## src/rtl/instruction_fetch_unit.sv

```systemverilog
`default_nettype none
//------------------------------------------------------------------------------
// Module : instruction_fetch_unit
// Brief  : PC register, combinational ROM fetch and IF/ID register with early jump.
// Rev    : 1.0  initial release
//------------------------------------------------------------------------------

`ifndef NOP
`define NOP 6'b000000
`endif
`ifndef JMP
`define JMP 6'b010001
`endif

module instruction_fetch_unit #(
  parameter logic [9:0] RESET_PC   = 10'd0,
  parameter logic [5:0] JMP_OPCODE = `JMP,
  parameter logic [5:0] NOP_OPCODE = `NOP
) (
  input  logic        Clock,
  input  logic        Reset,
  input  logic        iEnable,
  input  logic        iStall,
  input  logic        iBranchTaken,
  input  logic [9:0]  iBranchTarget,
  output logic [9:0]  oAddress,
  input  logic [15:0] iInstruction,
  output logic [15:0] oInstruction,
  output logic [9:0]  oPC,
  output logic        oValid
);

  localparam logic [0:0]  c_IDLE     = 1'b0;
  localparam logic [0:0]  c_RUN      = 1'b1;
  localparam logic [15:0] c_NOP_WORD = {NOP_OPCODE, 10'd0};

  logic [0:0]  r_state;
  logic [0:0]  w_state_next;
  logic [9:0]  r_pc;
  logic [9:0]  w_pc_next;
  logic [15:0] r_instr;
  logic [15:0] w_instr_next;
  logic [9:0]  r_opc;
  logic [9:0]  w_opc_next;
  logic        r_valid;
  logic        w_valid_next;
  logic        w_is_jmp;

  always_ff @(posedge Clock or negedge Reset) begin
    if (!Reset) begin
      r_state <= c_IDLE;
      r_pc    <= RESET_PC;
      r_instr <= c_NOP_WORD;
      r_opc   <= 10'd0;
      r_valid <= 1'b0;
    end else begin
      r_state <= w_state_next;
      r_pc    <= w_pc_next;
      r_instr <= w_instr_next;
      r_opc   <= w_opc_next;
      r_valid <= w_valid_next;
    end
  end

  // A redirect never changes the run state; only iEnable does.
  always_comb begin
    w_state_next = r_state;
    case (r_state)
      c_IDLE:  if (iEnable)  w_state_next = c_RUN;
      c_RUN:   if (!iEnable) w_state_next = c_IDLE;
      default: w_state_next = c_IDLE;
    endcase
  end

  assign w_is_jmp = (iInstruction[15:10] == JMP_OPCODE);

  always_comb begin
    w_pc_next    = r_pc;
    w_instr_next = r_instr;
    w_opc_next   = r_opc;
    w_valid_next = r_valid;
    if (iBranchTaken) begin
      w_pc_next    = iBranchTarget;
      w_instr_next = c_NOP_WORD;
      w_opc_next   = r_pc;
      w_valid_next = 1'b0;
    end else if (r_state == c_IDLE) begin
      w_instr_next = c_NOP_WORD;
      w_valid_next = 1'b0;
    end else if (!iStall) begin
      w_instr_next = iInstruction;
      w_opc_next   = r_pc;
      w_valid_next = 1'b1;
      w_pc_next    = w_is_jmp ? iInstruction[9:0] : r_pc + 10'd1;
    end
  end

  assign oAddress     = r_pc;
  assign oInstruction = r_instr;
  assign oPC          = r_opc;
  assign oValid       = r_valid;

endmodule

`default_nettype wire

```

## config.mk

```make
export PLATFORM = sky130hd
export DESIGN_NAME = instruction_fetch_unit
export DESIGN_NICKNAME = d
export VERILOG_FILES = /design/src/rtl/instruction_fetch_unit.sv
export SDC_FILE = /design/constraint.sdc
export NUM_CORES = 1
export LEC_CHECK = 0
export ABC_AREA = 1
export BUFFER_PORTS_ARGS = -buffer_cell sky130_fd_sc_hd__buf_4
export CORE_MARGIN = 5
export CORE_UTILIZATION = 35
export CTS_BUF_LIST = sky130_fd_sc_hd__clkbuf_8
export DETAILED_ROUTE_END_ITERATION = 10
export SLEW_MARGIN = 20
export SYNTH_ARGS = -nofsm -noshare
export SYNTH_HDL_FRONTEND = slang
export SYNTH_SLANG_ARGS = --single-unit
```

## constraint.sdc

```tcl
create_clock -name Clock -period 2 [get_ports Clock]
set_input_delay 0.2 -clock Clock [delete_from_list [all_inputs] [get_ports Clock]]
set_output_delay 0.2 -clock Clock [all_outputs]
set_load 0.03 [all_outputs]
```

==> out/metrics.cfg, run 1 <==
[sta]
rsz0062_at_grt = false
hold_viol = 0
max_freq_mhz = 733
drv_slew = 0
fin_skew_ns = 0.0110
tns_ns = 0
worstMarginPinSlew_ns = 0.484
maxSlewHeadroom = 0.677
period_share = 0.682
finalSetupViolCount = 0
fin_crit_ns = 1.36

[power]
powerDensity_nw_per_um2 = 808
leakage_nw = 1.42
p_seq_frac = 0.433
peakVddDrop_mv = 0.410
clkPwrFrac = 0.300
p_comb_frac = 0.267
p_sw_mw = 0.693
p_int_mw = 1.41
power.share.switching = 0.329

[floorplan]
core-area_um2 = 5440
die_area_um2 = 7110
dieWidth_um = 84.3
chipHeight_um = 84.3
io_pins = 68
placementRows = 27
initial_core_util = 0.355

[synth]
ys_ff_latch = 38
synth_edf_count = 0
synth-warning-count = 0
async_reset_ff_frac = 1.00
synthFlopType = dfrtp_1
netlist_instances = 255
synth_area_um2 = 1930
synthTopCellsByArea = dfrtp_1, nand2_1, nand3_1
ys_top_cells_by_count = nand2_1, nand3_1, dfrtp_1, inv_1, nor2_1
avgSynthCellArea_um2 = 7.58
yosysUniqueCellTypes = 23
ys_seq_area_frac = 0.492
yosys.area.top_type_share = 0.492
yosysTopAreaCell = dfrtp_1
yosysMostFrequentCell = nand2_1
syn-num-nets = 287

[clocking]
clk_latency_ns = 0.29
clk_path_buf_depth = 2
cts_root_buffer = clkbuf_8
cts_max_level = 2
hold_buffers = 1
cts_resized = 0
numCtsBuffers = 5
postCtsSetupRepairBufs = 0
path_clk_slew_ns = 0.08
cts_tree = done
clock-sinks = 38

[place]
port-buffer-count = 67
dpl.hpwl_um = 3960
dp_cells = 386
globalplace.congestion = 0.810

[global_route]
grt-ovfl-total = 0
grt_use_total = 0.152
first_global_vias = 1795
grt_pass1_wl_um = 8780
grt_max_degree = 39
antenna_found_initial = 0

[setup_path]
critPathLaunchType = flip-flop
crit_fanout = 5
reg2reg_slack_ns = 0.64
required_ns = 2.18
end_kind = flip-flop
worstSetupPathType = flip-flop to flip-flop
reg2reg_depth = 8
r2r_end = oAddress[6]
worstPathArrival_ns = 1.54
r2r-start = oAddress[1]

[detailed_routing]
initialDrtViolationCount = 156
drc = 0
antenna_left = 0
wl_per_cell_um = 13.3
via_per_inst = 4.73
wl_um = 5260
dr.pass1.iters = 4
vias = 1870

[hold_path]
hp-class = input port to flip-flop
worstHoldEndpoint = r_state
holdPathStages = 1
hp-start = iEnable

[flow_run]
maxCapViolCount = 0

[cells_and_area]
drive_gt1_frac = 0.272
fin_cells = 395
num_antenna_cells = 0
final_nets = 354
syn2layout_area_growth_pct = 34.8

[status]
status = completed

## routing by layer
layer	part of all wire	wire, µm	track usage
met5	0	0	0
met4	0.012	61	0.0395
met3	0.047	247	0.0363
met2	0.48	2530	0.240
met1	0.46	2420	0.208
## state kept, by name (all words and copies together) (netlist names)
register / count
oInstruction: 16
oValid: 1
r_state: 1
oAddress: 10
oPC: 10
## worst max-delay path by stage
stage / from / endpoint / cells past startpoint
6_report: oAddress[1] / oAddress[6] / 8
3_3_place_gp: iStall / oPC[9] / 5
4_1_cts: oAddress[1] / oAddress[8] / 8
2_1_floorplan: oAddress[1] / oAddress[6] / 8
5_1_grt: oAddress[1] / oAddress[8] / 9
3_5_place_dp: iStall / oPC[7] / 5
## cell usage in the layout, fill, tap and decap left out, types with 3 or more instances in the layout
cell type	instances
a31oi_1	3
o21ai_1	7
dfrtp_1	38
nand3_1	54
clkbuf_8	5
nand2_1	92
nor2_1	11
buf_4	71
inv_1	16
o21ai_0	8
inv_2	3
## stage by stage
step	hold slack [ns]	cell area (µm²)	util	power (mW)	setup WS, ns
final	0.0171	2610	0.479	2.11	0.635
after global placement	0.205	2490	0.458	1.49	0.606
after detailed placement	0.204	2490	0.458	1.49	0.597
after global routing	0.00911	2610	0.479	2.22	0.476
after floorplan	-0.0956	1930	-	1.25	0.554
after CTS	0.00844	2610	0.479	2.13	0.628
## worst max-delay path, stage by stage, from the launching register on
cell and delay (ns):
dfrtp_1 0.44, ha_1 0.22, nand2_1 0.11, nor2_4 0.13, nand3_1 0.08, nand3_1 0.08
nand3_1 0.08, nand2_1 0.06, nand2_1 0.04
## power by group through the flow
stage                     Combinational, mW  Clock [mW]  Sequential, mW
after CTS                             0.571       0.651           0.912
after global routing                  0.617       0.679           0.924
after global placement                0.567           0           0.926
after floorplan                       0.195           0            1.06
final                                 0.563       0.632           0.912
after detailed placement              0.568           0           0.927
## layout make-up
type | count | area, µm²
clock buffers | 5 | 68.8
inverters | 19 | 73.8
clock inverters | 3 | 37.5
flip-flops and latches | 38 | 951
repair buffers | 72 | 543
well taps | 72 | 90.1
multi-input cells | 186 | 842
fillers | 556 | 2830
## kinds of logic after synthesis
logic type	after synthesis	synth area share
fa+ha+maj	1	0.00647
simple gates	164	0.367
compound gates	21	0.0621
buf+inv	31	0.0725
flops	38	0.492
Power figures use the tool's default switching activity.
==> run 2, diff against run 1 <==
==> constraint.sdc (replaced) <==
create_clock -name Clock -period 1.28 [get_ports Clock]
set_input_delay 0.128 -clock Clock [delete_from_list [all_inputs] [get_ports Clock]]
set_output_delay 0.128 -clock Clock [all_outputs]
set_load 0.03 [all_outputs]
==> run 2 against run 1 <==
Highest routed layer unchanged; clock skew decreased by 0.0013 ns; core utilization increased by 3.2 points; total power increased by 62%; global-route usage increased by 0.61 points; register-to-register slack got worse by 0.60 ns.
==> out/metrics.cfg, run 2 (synthesis results as in run 1) <==
[status]
status = completed  ; unchanged

[clocking]
cts_tree = done  ; unchanged
cts_max_level = 2  ; unchanged
clock-sinks = 38  ; unchanged
clk_path_buf_depth = 2  ; unchanged
numCtsBuffers = 5  ; unchanged
cts_root_buffer = clkbuf_8  ; unchanged
path_clk_slew_ns = 0.08  ; about the same
clk_latency_ns = 0.29  ; about the same

[detailed_routing]
wl_per_cell_um = 13.1  ; was 13.3 µm
drc = 0  ; unchanged
dr.pass1.iters = 4  ; unchanged
vias = 1909  ; was 1,870
wl_um = 5360  ; was 5260 µm
via_per_inst = 4.68  ; was 4.73
antenna_left = 0  ; unchanged
initialDrtViolationCount = 95  ; was 156

[place]
globalplace.congestion = 0.855  ; was 0.810
place_area_um2 = 2550  ; was 2490 µm²
dpl_worst_slack_ns = 0.0429  ; was 0.597 ns
port-buffer-count = 67  ; unchanged
dpl.hpwl_um = 3860  ; was 3960 µm

[setup_path]
crit_chain = ha_4 > or2_2 > nand3_1 > nand3_1 > nand2_1 > nand2_1  ; was ha_1 > nand2_1 > nor2_4 > nand3_1 > nand3_1 > nand3_1 > nand2_1 > nand2_1
cp_num_buf_inv = 0  ; unchanged
critPathLaunchType = flip-flop  ; unchanged
end_kind = flip-flop  ; unchanged
crit_family = simple AND/OR/NAND/NOR gates  ; unchanged
crit_fanout = 3  ; was 5
worstPathArrival_ns = 1.44  ; was 1.54 ns
max_stage_delay_ns = 0.44  ; about the same
worstSetupPathType = flip-flop to flip-flop  ; unchanged
required_ns = 1.47  ; was 2.18 ns
cpMaxStageDelayCell = dfrtp_2  ; was dfrtp_1

[floorplan]
placementRows = 27  ; unchanged
dieWidth_um = 84.3  ; unchanged
core-area_um2 = 5440  ; unchanged
chipHeight_um = 84.3  ; unchanged
io_pins = 68  ; unchanged
die_area_um2 = 7110  ; unchanged
initial_core_util = 0.355  ; unchanged

[sta]
hold_viol = 0  ; unchanged
worst_slack_ns = 0.0332  ; was 0.635 ns
rsz0062_at_grt = true  ; was false
finalSetupViolCount = 0  ; unchanged
maxSlewHeadroom = 0.666  ; was 0.677
fin_crit_ns = 1.25  ; was 1.36 ns
worstMarginPinSlew_ns = 0.500  ; was 0.484 ns
fin_hold_ws_ns = 0.0787  ; was 0.0171 ns
max_freq_mhz = 802  ; was 733 MHz
fin_skew_ns = 0.00971  ; was 0.0110 ns
period_share = 0.974  ; was 0.682
drv_slew = 0  ; unchanged

[power]
clkPwrFrac = 0.289  ; was 0.300
p_seq_frac = 0.417  ; was 0.433
p_int_mw = 2.29  ; was 1.41 mW
leakage_nw = 1.50  ; was 1.42 nW
p_comb_frac = 0.294  ; was 0.267
power.share.switching = 0.327  ; was 0.329
powerDensity_nw_per_um2 = 1230  ; was 808 nW/µm²
p_sw_mw = 1.12  ; was 0.693 mW
peakVddDrop_mv = 0.682  ; was 0.410 mV

[global_route]
grt_use_total = 0.158  ; was 0.152
first_global_vias = 1899  ; was 1,795
grt_pass1_wl_um = 9110  ; was 8780 µm
grt-ovfl-total = 0  ; unchanged
antenna_found_initial = 0  ; unchanged
grt_max_degree = 39  ; unchanged

[cells_and_area]
layout_common_cells = nand2_1, buf_4, nand3_1, dfrtp_1, inv_1  ; unchanged
num_antenna_cells = 0  ; unchanged
syn2layout_area_growth_pct = 43.8  ; was 34.8%
final_common_cell = nand2_1  ; unchanged
final_nets = 367  ; was 354
design_area_um2 = 2780  ; was 2610 µm²
drive_gt1_frac = 0.351  ; was 0.272
largest_reg_flops = 16  ; unchanged

[hold_path]
hp-class = input port to flip-flop  ; unchanged

[flow_run]
maxCapViolCount = 0  ; unchanged

## run 2: area by class of cell
cell class | instances | area (µm²)
clock inverter | 3 | 37.5
clock buffer | 5 | 68.8
sequential | 38 | 960
inverter | 19 | 73.8
tap | 72 | 90.1
fill | 539 | 2660
multi-input combinational | 186 | 890
timing repair buffer | 85 | 659
## run 2: tightest hold or removal path, delay by kind of cell
kind	cells	cell delay, ns
buffers and inverters	1	0.08
and+or+nand+nor	2	0.12
## run 2: final timing paths
| path | from | depth (start not counted) | slack (ns) | to |
|---|---|---|---|---|
| min in group asynchronous | Reset | 2 | 0.34 | oPC[4] |
| min reg2reg | oPC[8] | 2 | 0.49 | oPC[8] |
| max | oAddress[1] | 6 | 0.03 | oAddress[2] |
| max in group asynchronous | Reset | 2 | 0.55 | oAddress[5] |
| max reg2reg | oAddress[1] | 6 | 0.03 | oAddress[2] |
| min | iInstruction[10] | 3 | 0.08 | oInstruction[10] |
## run 2: what timing repair did
action / in CTS / in global routing
hold buffers: 2 / 0
endpoints found under the setup margin: 0 / 6
hold endpoints to repair: 39 / 0
buffers inserted: 0 / 8
gates resized for setup: 0 / 14
## run 2: metal layers
layer / track usage / wire [µm] / vias up / part of all wire
li1: - / - / 984 / -
met1: 0.211 / 2460 / 874 / 0.46
met2: 0.256 / 2580 / 46 / 0.48
met3: 0.0393 / 271 / 5 / 0.051
met4: 0.0395 / 55 / 0 / 0.010
met5: 0 / 0 / - / 0
## run 2: stage by stage
stage	cells	utilization	total power [mW]	setup TNS, ns
detailed placement	390	0.469	2.36	0
floorplan	255	-	1.97	0
finish	408	0.511	3.41	0
global route	408	0.511	3.61	-0.240
global placement	390	0.469	2.35	0
CTS	400	0.492	3.36	0
## run 2: power groups by stage
stage	combinational (mW)	sequential [mW]	clock, mW
6_report	1.00	1.42	0.985
5_1_grt	1.11	1.44	1.06
4_1_cts	0.914	1.43	1.02
3_5_place_dp	0.907	1.46	0
3_3_place_gp	0.899	1.46	0
2_1_floorplan	0.310	1.66	0
==> run 3, diff against run 2 <==
--- a/config.mk
+++ b/config.mk
@@ -5,12 +5,12 @@
 export SDC_FILE = /design/constraint.sdc
 export NUM_CORES = 1
 export LEC_CHECK = 0
-export ABC_AREA = 1
 export BUFFER_PORTS_ARGS = -buffer_cell sky130_fd_sc_hd__buf_4
 export CORE_MARGIN = 5
 export CORE_UTILIZATION = 35
 export CTS_BUF_LIST = sky130_fd_sc_hd__clkbuf_8
 export DETAILED_ROUTE_END_ITERATION = 10
+export PLACE_DENSITY = 0.6
 export SLEW_MARGIN = 20
 export SYNTH_ARGS = -nofsm -noshare
 export SYNTH_HDL_FRONTEND = slang
==> run 3 against run 2 <==
The flow now finishes with violations (setup timing); cell count is 22% lower; via count down 19%; clock-buffer cell count increased by 1; synthesized cell count fell by 38%; die area is 7.6% lower; cell area down 1.8%; first-iteration DRC count fell by 37%; critical path depth fell by 2; area after synthesis shrank 8.6%; fmax fell by 4.8%; largest cell class unchanged.
==> out/metrics.cfg, run 3 <==
[place]
place_area_um2 = 2510  ; was 2550 µm²
dpl.hpwl_um = 3810  ; was 3860 µm
port-buffer-count = 67  ; unchanged
globalplace.congestion = 0.774  ; was 0.855

[setup_path]
required_ns = 1.45  ; was 1.47 ns
critPathLaunchType = flip-flop  ; unchanged
reg2reg_slack_ns = -0.03  ; was 0.03 ns
end_kind = flip-flop  ; unchanged
crit_chain = and2b_2 > nor2_4 > buf_12 > mux2_4  ; was ha_4 > or2_2 > nand3_1 > nand3_1 > nand2_1 > nand2_1
worstSetupPathType = flip-flop to flip-flop  ; unchanged
max_stage_delay_ns = 0.41  ; was 0.44 ns
worstPathArrival_ns = 1.48  ; was 1.44 ns
crit_fanout = 7  ; was 3
cpMaxStageDelayCell = dfrtp_1  ; was dfrtp_2

[global_route]
grt_pass1_wl_um = 8050  ; was 9110 µm
first_global_vias = 1596  ; was 1,899
use_met3 = 0.0455  ; was 0.0393
grt-ovfl-total = 0  ; unchanged
grt_max_degree = 39  ; unchanged
grt_util_met2 = 0.261  ; was 0.256
grt_use_total = 0.162  ; was 0.158
antenna_found_initial = 0  ; unchanged
use_met1 = 0.218  ; was 0.211
grt-busiest-layer = met2  ; unchanged

[clocking]
numCtsBuffers = 5  ; unchanged
path_clk_slew_ns = 0.08  ; about the same
cts_max_level = 2  ; unchanged
clock-sinks = 38  ; unchanged
clk_path_buf_depth = 2  ; unchanged
clk_latency_ns = 0.29  ; about the same
cts_root_buffer = clkbuf_8  ; unchanged
cts_tree = done  ; unchanged

[detailed_routing]
dr.pass1.iters = 4  ; unchanged
drc = 0  ; unchanged
wl_per_cell_um = 15.8  ; was 13.1 µm
vias = 1555  ; was 1,909
initialDrtViolationCount = 60  ; was 95
wl_um = 5020  ; was 5360 µm
antenna_left = 0  ; unchanged
via_per_inst = 4.91  ; was 4.68

[synth]
synth_edf_count = 0  ; unchanged
netlist_instances = 157  ; was 255
syn-num-nets = 189  ; was 287
avgSynthCellArea_um2 = 11.3  ; was 7.58 µm²
yosys.area.top_type_share = 0.538  ; was 0.492
ys_seq_area_frac = 0.538  ; was 0.492
synth_area_um2 = 1770  ; was 1930 µm²
async_reset_ff_frac = 1.00  ; unchanged
ys_top_cells_by_count = dfrtp_1, a22o_1, o21ai_0, nand2_1, nor2b_1  ; was nand2_1, nand3_1, dfrtp_1, inv_1, nor2_1
yosysUniqueCellTypes = 38  ; was 23
ys_ff_latch = 38  ; unchanged
yosysMostFrequentCell = dfrtp_1  ; was nand2_1
synthTopCellsByArea = dfrtp_1, a22o_1, o21ai_0  ; was dfrtp_1, nand2_1, nand3_1
synthFlopType = dfrtp_1  ; unchanged
yosysTopAreaCell = dfrtp_1  ; unchanged
synth-warning-count = 0  ; unchanged

[floorplan]
io_pins = 68  ; unchanged
die_area_um2 = 6570  ; was 7110 µm²
core-area_um2 = 4820  ; was 5440 µm²
initial_core_util = 0.367  ; was 0.355
placementRows = 25  ; was 27
dieWidth_um = 81.0  ; was 84.3 µm
chipHeight_um = 81.0  ; was 84.3 µm

[sta]
finalSetupViolCount = 7  ; was 0
period_share = 1.02  ; was 0.974
fin_crit_ns = 1.31  ; was 1.25 ns
rsz0062_at_grt = true  ; unchanged
drv_slew = 0  ; unchanged
hold_viol = 0  ; unchanged
fin_skew_ns = 0.00922  ; was 0.00971 ns
fin_hold_ws_ns = 0.0473  ; was 0.0787 ns
worst_slack_ns = -0.0291  ; was 0.0332 ns
worstMarginPinSlew_ns = 0.491  ; was 0.500 ns
max_freq_mhz = 764  ; was 802 MHz
maxSlewHeadroom = 0.673  ; was 0.666

[cells_and_area]
layout_common_cells = buf_4, dfrtp_1, a22o_1, o21ai_0, nand2_1  ; was nand2_1, buf_4, nand3_1, dfrtp_1, inv_1
syn2layout_area_growth_pct = 54.5  ; was 43.8%
final_nets = 281  ; was 367
largest_reg_flops = 16  ; unchanged
fillers = 458  ; was 539
design_area_um2 = 2730  ; was 2780 µm²
drive_gt1_frac = 0.516  ; was 0.351
num_antenna_cells = 0  ; unchanged
final_common_cell = buf_4  ; was nand2_1

[status]
violations = setup timing
status = finished with violations  ; was completed

[power]
peakVddDrop_mv = 0.643  ; was 0.682 mV
powerDensity_nw_per_um2 = 1160  ; was 1230 nW/µm²
leakage_nw = 1.33  ; was 1.50 nW

[flow_run]
maxCapViolCount = 0  ; unchanged

[hold_path]
hp-class = input port to flip-flop  ; unchanged

## run 3: cell count changes after synthesis, moves of 4 or more
| cell | change |
|---|---|
| o21ai_0 | +6 |
| a22o_1 | +16 |
| mux2_2 | +6 |
| and3_1 | +4 |
| or3_1 | +5 |
| nand3_1 | -51 |
| nor2b_1 | +7 |
| nand2_1 | -82 |
| inv_1 | -9 |
| a22oi_1 | +4 |
| nor2_1 | -10 |
| mux2i_1 | +5 |
## run 3: report_power, final
part           internal, mW  leakage, nW  switching, mW
clock network         0.427       0.0524          0.422
logic                 0.426        0.801          0.479
registers              1.31        0.477         0.0932
## run 3: worst paths after layout
kind / startpoint / endpoint / cells past startpoint
setup / recovery: r_state / oPC[7] / 4
hold / removal: iBranchTarget[1] / oAddress[1] / 3
setup reg to reg: r_state / oPC[7] / 4
hold reg to reg: oPC[3] / oPC[3] / 2
max in group asynchronous: Reset / oAddress[3] / 2
min in group asynchronous: Reset / oPC[2] / 2
## run 3: cell families (layout without fill, tap and decap cells)
| kind of cell | count (synthesis) | after routing | synth area share |
|---|---|---|---|
| compound gates | 49 | 49 | 0.191 |
| xor+xnor | 3 | 3 | 0.0149 |
| fa+ha+maj | 1 | 1 | 0.00708 |
| buf+inv | 14 | 107 | 0.0404 |
| flops | 38 | 38 | 0.538 |
| mux | 11 | 11 | 0.0666 |
| simple gates | 41 | 41 | 0.142 |
## run 3: final cells by class
cell class,count,area [µm²],share of cell area
Clock inverter,2,8.76,0.00321
Inverter,5,18.8,0.00688
Clock buffer,6,82.6,0.0303
Multi-Input combinational cell,105,837,0.307
Timing Repair Buffer,94,738,0.271
Tap cell,67,83.8,0.0307
Sequential cell,38,960,0.352
## run 3: per-stage QoR
step	instances	TNS, ns	setup WS (ns)	power [mW]	util
after detailed placement	304	-0.514	-0.0815	2.27	0.522
after global routing	317	-0.826	-0.0954	3.31	0.566
after CTS	316	-0.162	-0.0363	3.16	0.557
after floorplan	157	-0.645	-0.154	1.86	-
after global placement	304	-0.195	-0.0443	2.26	0.522
final	317	-0.161	-0.0291	3.15	0.566
## run 3: timing repair
action                                  CTS  global route
endpoints found under the setup margin   13            15
pin swaps                                 7             6
hold buffers                              2             0
buffers inserted                          2             1
endpoints found under the hold margin    39             0
gates resized for setup                   7            12
## run 3: metal layers
metal	up-vias	part of all wire
met1	753	0.46
met3	2	0.057
li1	759	-
met4	0	0.0046
met2	41	0.48
met5	-	0
## run 3: worst max-delay path, delay by kind of cell (launching register included)
family	cells	cell delay, ns
flip-flops	1	0.41
AND/OR/NAND/NOR	2	0.35
multiplexers	1	0.29
buffers and inverters	1	0.14
